<file path="src/rtl/dct_vecrot_arb.sv">
// Frame-level round-robin arbiter in front of the single-buffered DCT vecRot RAM stage.
// Grants whole frames, repairs frame length to N/2+1 beats and holds off until read-out completes.
module dct_vecrot_arb #(
  parameter int wData   = 16,
  parameter int PTS_MIN = 8,
  parameter int PTS_MAX = 2048
) (
  input  logic             clk,
  input  logic             rst_sync,
  input  logic             ch0_valid,
  output logic             ch0_ready,
  input  logic             ch0_sop,
  input  logic             ch0_eop,
  input  logic [wData-1:0] ch0_real,
  input  logic [wData-1:0] ch0_imag,
  input  logic [11:0]      ch0_fftpts,
  input  logic             ch1_valid,
  output logic             ch1_ready,
  input  logic             ch1_sop,
  input  logic             ch1_eop,
  input  logic [wData-1:0] ch1_real,
  input  logic [wData-1:0] ch1_imag,
  input  logic [11:0]      ch1_fftpts,
  output logic             m_valid,
  input  logic             m_ready,
  output logic             m_sop,
  output logic             m_eop,
  output logic [wData-1:0] m_real,
  output logic [wData-1:0] m_imag,
  output logic [11:0]      m_fftpts,
  input  logic             m_done,
  output logic [1:0]       grant,
  output logic             busy,
  output logic             err_len,
  output logic             err_pts,
  output logic             err_stray
);

  typedef enum logic [1:0] {IDLE, XFER, FLUSH, DRAIN} state_t;

  state_t      state_reg;
  logic [1:0]  grant_reg;
  logic        last_reg;
  logic [11:0] cnt_reg;
  logic [11:0] pts_reg;
  logic        fwd_reg;
  logic        err_len_reg, err_pts_reg, err_stray_reg;

  logic [1:0]       ch_valid, ch_sop, ch_eop, ch_ready, req, stray;
  logic [wData-1:0] ch_real [2];
  logic [wData-1:0] ch_imag [2];
  logic [11:0]      ch_pts  [2];

  assign ch_valid   = {ch1_valid, ch0_valid};
  assign ch_sop     = {ch1_sop, ch0_sop};
  assign ch_eop     = {ch1_eop, ch0_eop};
  assign ch_real[0] = ch0_real;
  assign ch_real[1] = ch1_real;
  assign ch_imag[0] = ch0_imag;
  assign ch_imag[1] = ch1_imag;
  assign ch_pts[0]  = ch0_fftpts;
  assign ch_pts[1]  = ch1_fftpts;
  assign ch0_ready  = ch_ready[0];
  assign ch1_ready  = ch_ready[1];

  logic        sel;
  logic        g_valid, g_sop, g_eop, beat;
  logic        win, pts_ok, last_beat;
  logic [11:0] pts_new, expected, cnt_inc;

  assign sel     = grant_reg[1];
  assign g_valid = ch_valid[sel];
  assign g_sop   = ch_sop[sel];
  assign g_eop   = ch_eop[sel];

  assign req   = ch_valid & ch_sop;
  assign stray = ch_valid & ~ch_sop;
  // last_reg holds the previous winner, so a tie goes to the other channel
  assign win     = req[1] && (!req[0] || !last_reg);
  assign pts_new = win ? ch_pts[1] : ch_pts[0];
  assign pts_ok  = (pts_new >= 12'(PTS_MIN)) && (pts_new <= 12'(PTS_MAX)) &&
                   ((pts_new & (pts_new - 12'd1)) == 12'd0);

  assign expected  = {1'b0, pts_reg[11:1]} + 12'd1;
  assign cnt_inc   = cnt_reg + 12'd1;
  assign last_beat = (cnt_inc == expected);
  assign beat      = (state_reg == XFER) && g_valid && m_ready;

  always_comb begin
    ch_ready = 2'b00;
    m_valid  = 1'b0;
    m_sop    = 1'b0;
    m_eop    = 1'b0;
    m_real   = '0;
    m_imag   = '0;
    case (state_reg)
      IDLE:  ch_ready = stray;
      XFER: begin
        m_valid       = g_valid;
        m_sop         = g_valid && g_sop && (cnt_reg == 12'd0);
        m_eop         = g_valid && (g_eop || last_beat);
        m_real        = ch_real[sel];
        m_imag        = ch_imag[sel];
        ch_ready[sel] = m_ready;
      end
      FLUSH: ch_ready[sel] = 1'b1;
      default: ;
    endcase
  end

  always_ff @(posedge clk) begin
    if (rst_sync) begin
      state_reg     <= IDLE;
      grant_reg     <= 2'b00;
      last_reg      <= 1'b1;
      cnt_reg       <= '0;
      pts_reg       <= '0;
      fwd_reg       <= 1'b0;
      err_len_reg   <= 1'b0;
      err_pts_reg   <= 1'b0;
      err_stray_reg <= 1'b0;
    end else begin
      err_len_reg   <= 1'b0;
      err_pts_reg   <= 1'b0;
      err_stray_reg <= (state_reg == IDLE) && (|stray);
      case (state_reg)
        IDLE: if (|req) begin
          grant_reg <= win ? 2'b10 : 2'b01;
          last_reg  <= win;
          pts_reg   <= pts_new;
          cnt_reg   <= '0;
          fwd_reg   <= 1'b0;
          if (pts_ok) state_reg <= XFER;
          else begin
            err_pts_reg <= 1'b1;
            state_reg   <= FLUSH;
          end
        end
        XFER: if (beat) begin
          cnt_reg <= cnt_inc;
          fwd_reg <= 1'b1;
          if (g_eop) begin
            err_len_reg <= !last_beat;
            state_reg   <= DRAIN;
          end else if (last_beat) begin
            err_len_reg <= 1'b1;
            state_reg   <= FLUSH;
          end
        end
        FLUSH: if (g_valid && g_eop) begin
          if (fwd_reg) state_reg <= DRAIN;
          else begin
            state_reg <= IDLE;
            grant_reg <= 2'b00;
            pts_reg   <= '0;
          end
        end
        DRAIN: if (m_done) begin
          state_reg <= IDLE;
          grant_reg <= 2'b00;
          pts_reg   <= '0;
        end
        default: state_reg <= IDLE;
      endcase
    end
  end

  assign grant     = grant_reg;
  assign busy      = (state_reg != IDLE);
  assign m_fftpts  = pts_reg;
  assign err_len   = err_len_reg;
  assign err_pts   = err_pts_reg;
  assign err_stray = err_stray_reg;

endmodule
</file>
<file path="config.mk">
export PLATFORM = sky130hd
export DESIGN_NAME = dct_vecrot_arb
export DESIGN_NICKNAME = d
export VERILOG_FILES = /design/src/rtl/dct_vecrot_arb.sv
export SDC_FILE = /design/constraint.sdc
export NUM_CORES = 1
export LEC_CHECK = 0
export CORE_ASPECT_RATIO = 1.2
export CORE_UTILIZATION = 42
export CTS_BUF_LIST = sky130_fd_sc_hd__clkbuf_2 sky130_fd_sc_hd__clkbuf_4 sky130_fd_sc_hd__clkbuf_8
export CTS_CLUSTER_DIAMETER = 120
export CTS_CLUSTER_SIZE = 8
export DETAILED_ROUTE_END_ITERATION = 16
export MAX_ROUTING_LAYER = met4
export PLACE_DENSITY = 0.88
export SYNTH_ARGS = -nofsm -noshare
export SYNTH_HDL_FRONTEND = slang
export SYNTH_SLANG_ARGS = --single-unit
</file>
<file path="constraint.sdc">
create_clock -name clk -period 3.9 [get_ports clk]
set_input_delay 0.585 -clock clk [delete_from_list [all_inputs] [get_ports clk]]
set_output_delay 0.585 -clock clk [all_outputs]
set_load 0.1 [all_outputs]
</file>
==> metrics.md <==
| Metric | Value |
|---|---|
| CP Capture Type | primary output |
| Sequential Power Share | 0.221 |
| First-pass GRT wire length | 15860 um |
| DIE AREA | 7664 um^2 |
| Die Wd | 80.09 um |
| CP startpoint kind | flop |
| Critical path class | flop to primary output |
| EDFF count, synth | 0 |
| Gr ovfl total | 0 |
| Synth unique cells | 61 |
| Syn Area/Cell | 7.495 um^2 |
| Design Power | 2.012 mW |
| CTS tree | done |
| Final std cells w/o fill | 635 |
| Post-Syn Nets | 512 |
| RePlAce Congestion | 0.9468 |
| Clk pwr share | 0.175 |
| Sw Pwr | 1.063 mW |
| Mapped Area | 3073 um^2 |
| Final hold vios | 0 |
| Worst Path Required | 3310 ps |
| Nets | 649 |
| Clock buffer depth | 2 |
| Largest net degree at the start of global routing | 27 |
| Most frequent cell after synthesis | nor2_1 |
| Main area contributors after synthesis | dfxtp_1 (21%), mux2i_1 (15%), nor2_1 (9.0%) |
| Post-route ant nets | 0 |
| Synthesis Warnings | 0 |
| Max-Slew Margin vs Limit | 0.3160 |
| Max_cap viols | 0 |
| Hold Slack | 472.1 ps |
| Top cells by count, synth | nor2_1 (74), mux2i_1 (47), dfxtp_1 (33), a21oi_1 (32), nand2_1 (19) |
| Met1 Usage GRT | 0.2956 |
| Synth Register Bits | 33 |
| Root Buffer Master | clkbuf_8 |
| Worst Skew | 5.579 ps |
| HPWL Detailed | 8091 um |
| Fraction of registers with async set/reset | 0 |
| Fillers | 560 |
| Post-synthesis instance total | 410 |
| CTS Buf Count | 5 |
| Proportion of power drawn by combinational gates | 0.604 |
| Run status | complete, no violations |
| DR WL/cell | 16.05 um |
| Initial Utilization | 0.4430 |
| Endpoints failing setup | 0 |
| DR pass1 iterations | 6 |
| Seq/Total Area, Yosys | 0.2150 |
| Ant. Diodes | 0 |
| Fmax | 271.7 MHz |
| Fin crit period | 3680 ps |
| Fin area | 4677 um^2 |
| Fin crit share | 0.9437 |
| Arrival @ worst endpoint | 3100 ps |
| Static leakage | 1.698 nW |
| Number of global-route vias before repair | 3403 |
| Worst setup startpoint | cnt_reg[1] |
| Busiest grt layer | met2 |
| Pint | 948.6 uW |
| M2 GR Usage | 0.5000 |
| Pwr Density | 430.2 nW/um^2 |
| GRT Total Usage | 0.2690 |
| Worst hold path class | flop to flop |
| DRC | 0 |
| Core area | 6937 um^2 |
| Slew of the pin with the lowest slew margin | 1023 ps |
| H-tree levels | 2 |
| Met3 GRT Util | 0.03128 |
| Max Slew Vio Count | 0 |
| Latest clock arrival within the worst-skew pair | 290 ps |
| Clock sink count | 33 |
| Vias per Instance | 5.765 |
| Most used DFF post-synth | dfxtp_1 |
| Max IR drop VDD | 0.0002567 V |
| Reg-to-reg critical path startpoint | cnt_reg[1] |
| Die Ht | 95.70 um |
| Initial antenna violation count | 0 |
| Placed insts | 627 |
| Net Sw Frac | 0.5285 |
| CTS clk-pin slew, worst paths | 70 ps |
| Area grow syn2layout | 52.20% |
| Hold_sp | grant[0] |
| Port bufs | 152 |
| Total Wirelength | 10190 um |
| # rows | 33 |
| Hold buffers post-CTS | 0 |
| RSZ-0062 raised after global routing | no |
| Detailed Route Iter0 Violations | 233 |
| I/O pin count | 153 |
| Placed Instance Area | 4551 um^2 |
| Share of cells above drive strength 1 | 0.1460 |
| Share of the synthesized area in the top cell type | 0.2150 |
| Vias post-DR | 3661 |
| Max FO, Critical Path | 6 |
| Leading area contributor after synthesis | dfxtp_1 |
[critical path: stages, from the launching register on]
cell and delay [ps]:
dfxtp_1 440, ha_2 290, nand4_1 200, or4_1 550
and3_4 210, o41ai_1 300, nand4_1 190, ha_1 290
nor2_4 150, buf_12 180
[per-stage QoR]
stage	utilization	setup slack, ps	setup TNS, ps
3_5_place_dp	0.6560	473.2	0
2_1_floorplan	-	-174.3	-174.3
3_3_place_gp	0.6560	556.9	0
6_report	0.6742	219.6	0
4_1_cts	0.6733	84.70	0
5_1_grt	0.6742	23.38	0
[per-layer routing]
| layer | up-vias | wire length (um) |
|---|---|---|
| met2 | 178 | 5465 |
| li1 | 1768 | - |
| met3 | 21 | 564 |
| met1 | 1694 | 3952 |
| met4 | 0 | 212 |
| met5 | - | 0 |
[power by group through the flow]
stage / Combinational [mW] / Clock, mW / Sequential [mW]
after floorplan: 0.719 / 0 / 0.616
after global placement: 1.20 / 0 / 0.447
after detailed placement: 1.21 / 0 / 0.450
after CTS: 1.21 / 0.355 / 0.443
after global routing: 1.27 / 0.369 / 0.452
final: 1.22 / 0.352 / 0.444
[placed cells by master, fill, tap and decap left out, types with 2 or more instances in the layout]
master / count
a211oi_1: 6
a21oi_1: 32
a221oi_1: 2
a22oi_1: 2
a311oi_1: 2
a31oi_1: 11
and2_1: 2
and3_1: 3
and3_2: 2
and4_1: 2
buf_4: 43
clkbuf_8: 6
clkdlybuf4s50_1: 114
dfxtp_1: 29
dfxtp_2: 4
ha_1: 3
inv_1: 10
maj3_1: 2
mux2_2: 3
mux2i_1: 47
nand2_1: 19
nand2b_1: 6
nand3_1: 16
nand3b_1: 6
nand4_1: 6
nand4b_1: 2
nor2_1: 72
nor2_4: 2
nor3_1: 18
nor4_1: 4
nor4_2: 3
o211ai_1: 3
o21a_1: 2
o21ai_0: 9
o221ai_1: 2
o31ai_1: 2
or4_1: 3
xnor2_1: 15
xor2_1: 5
[area by class of cell]
| class | instances | area, um^2 | area share |
|---|---|---|---|
| clock buffers | 7 | 90.09 | 0.01926 |
| flip-flops and latches | 33 | 665.6 | 0.1423 |
| inverters | 10 | 37.54 | 0.008026 |
| multi-input cells | 339 | 2261 | 0.4834 |
| clock inverters | 1 | 30.03 | 0.006421 |
| well taps | 87 | 108.9 | 0.02327 |
| repair buffers | 158 | 1484 | 0.3173 |
[logic make-up after synthesis]
logic type,synth area share
xor+xnor,0.06433
fa+ha+maj,0.02280
simple gates,0.3013
flops,0.2150
mux,0.1641
compound gates,0.1771
buf+inv,0.05538
[path summary, 6_finish.rpt]
path / end / slack (ps) / depth (start not counted)
worst min register to register: grant[0] / 470 / 2
worst max register to register: state_reg[0] / 540 / 11
worst min-delay path: grant[0] / 470 / 2
worst max-delay path: m_eop / 220 / 9
[what timing repair did]
action,4_1_cts,5_1_grt
gates resized for setup,0,3
buffers inserted,0,0
setup endpoints to repair,0,1
No activity file was read; power rests on OpenSTA's default activity.
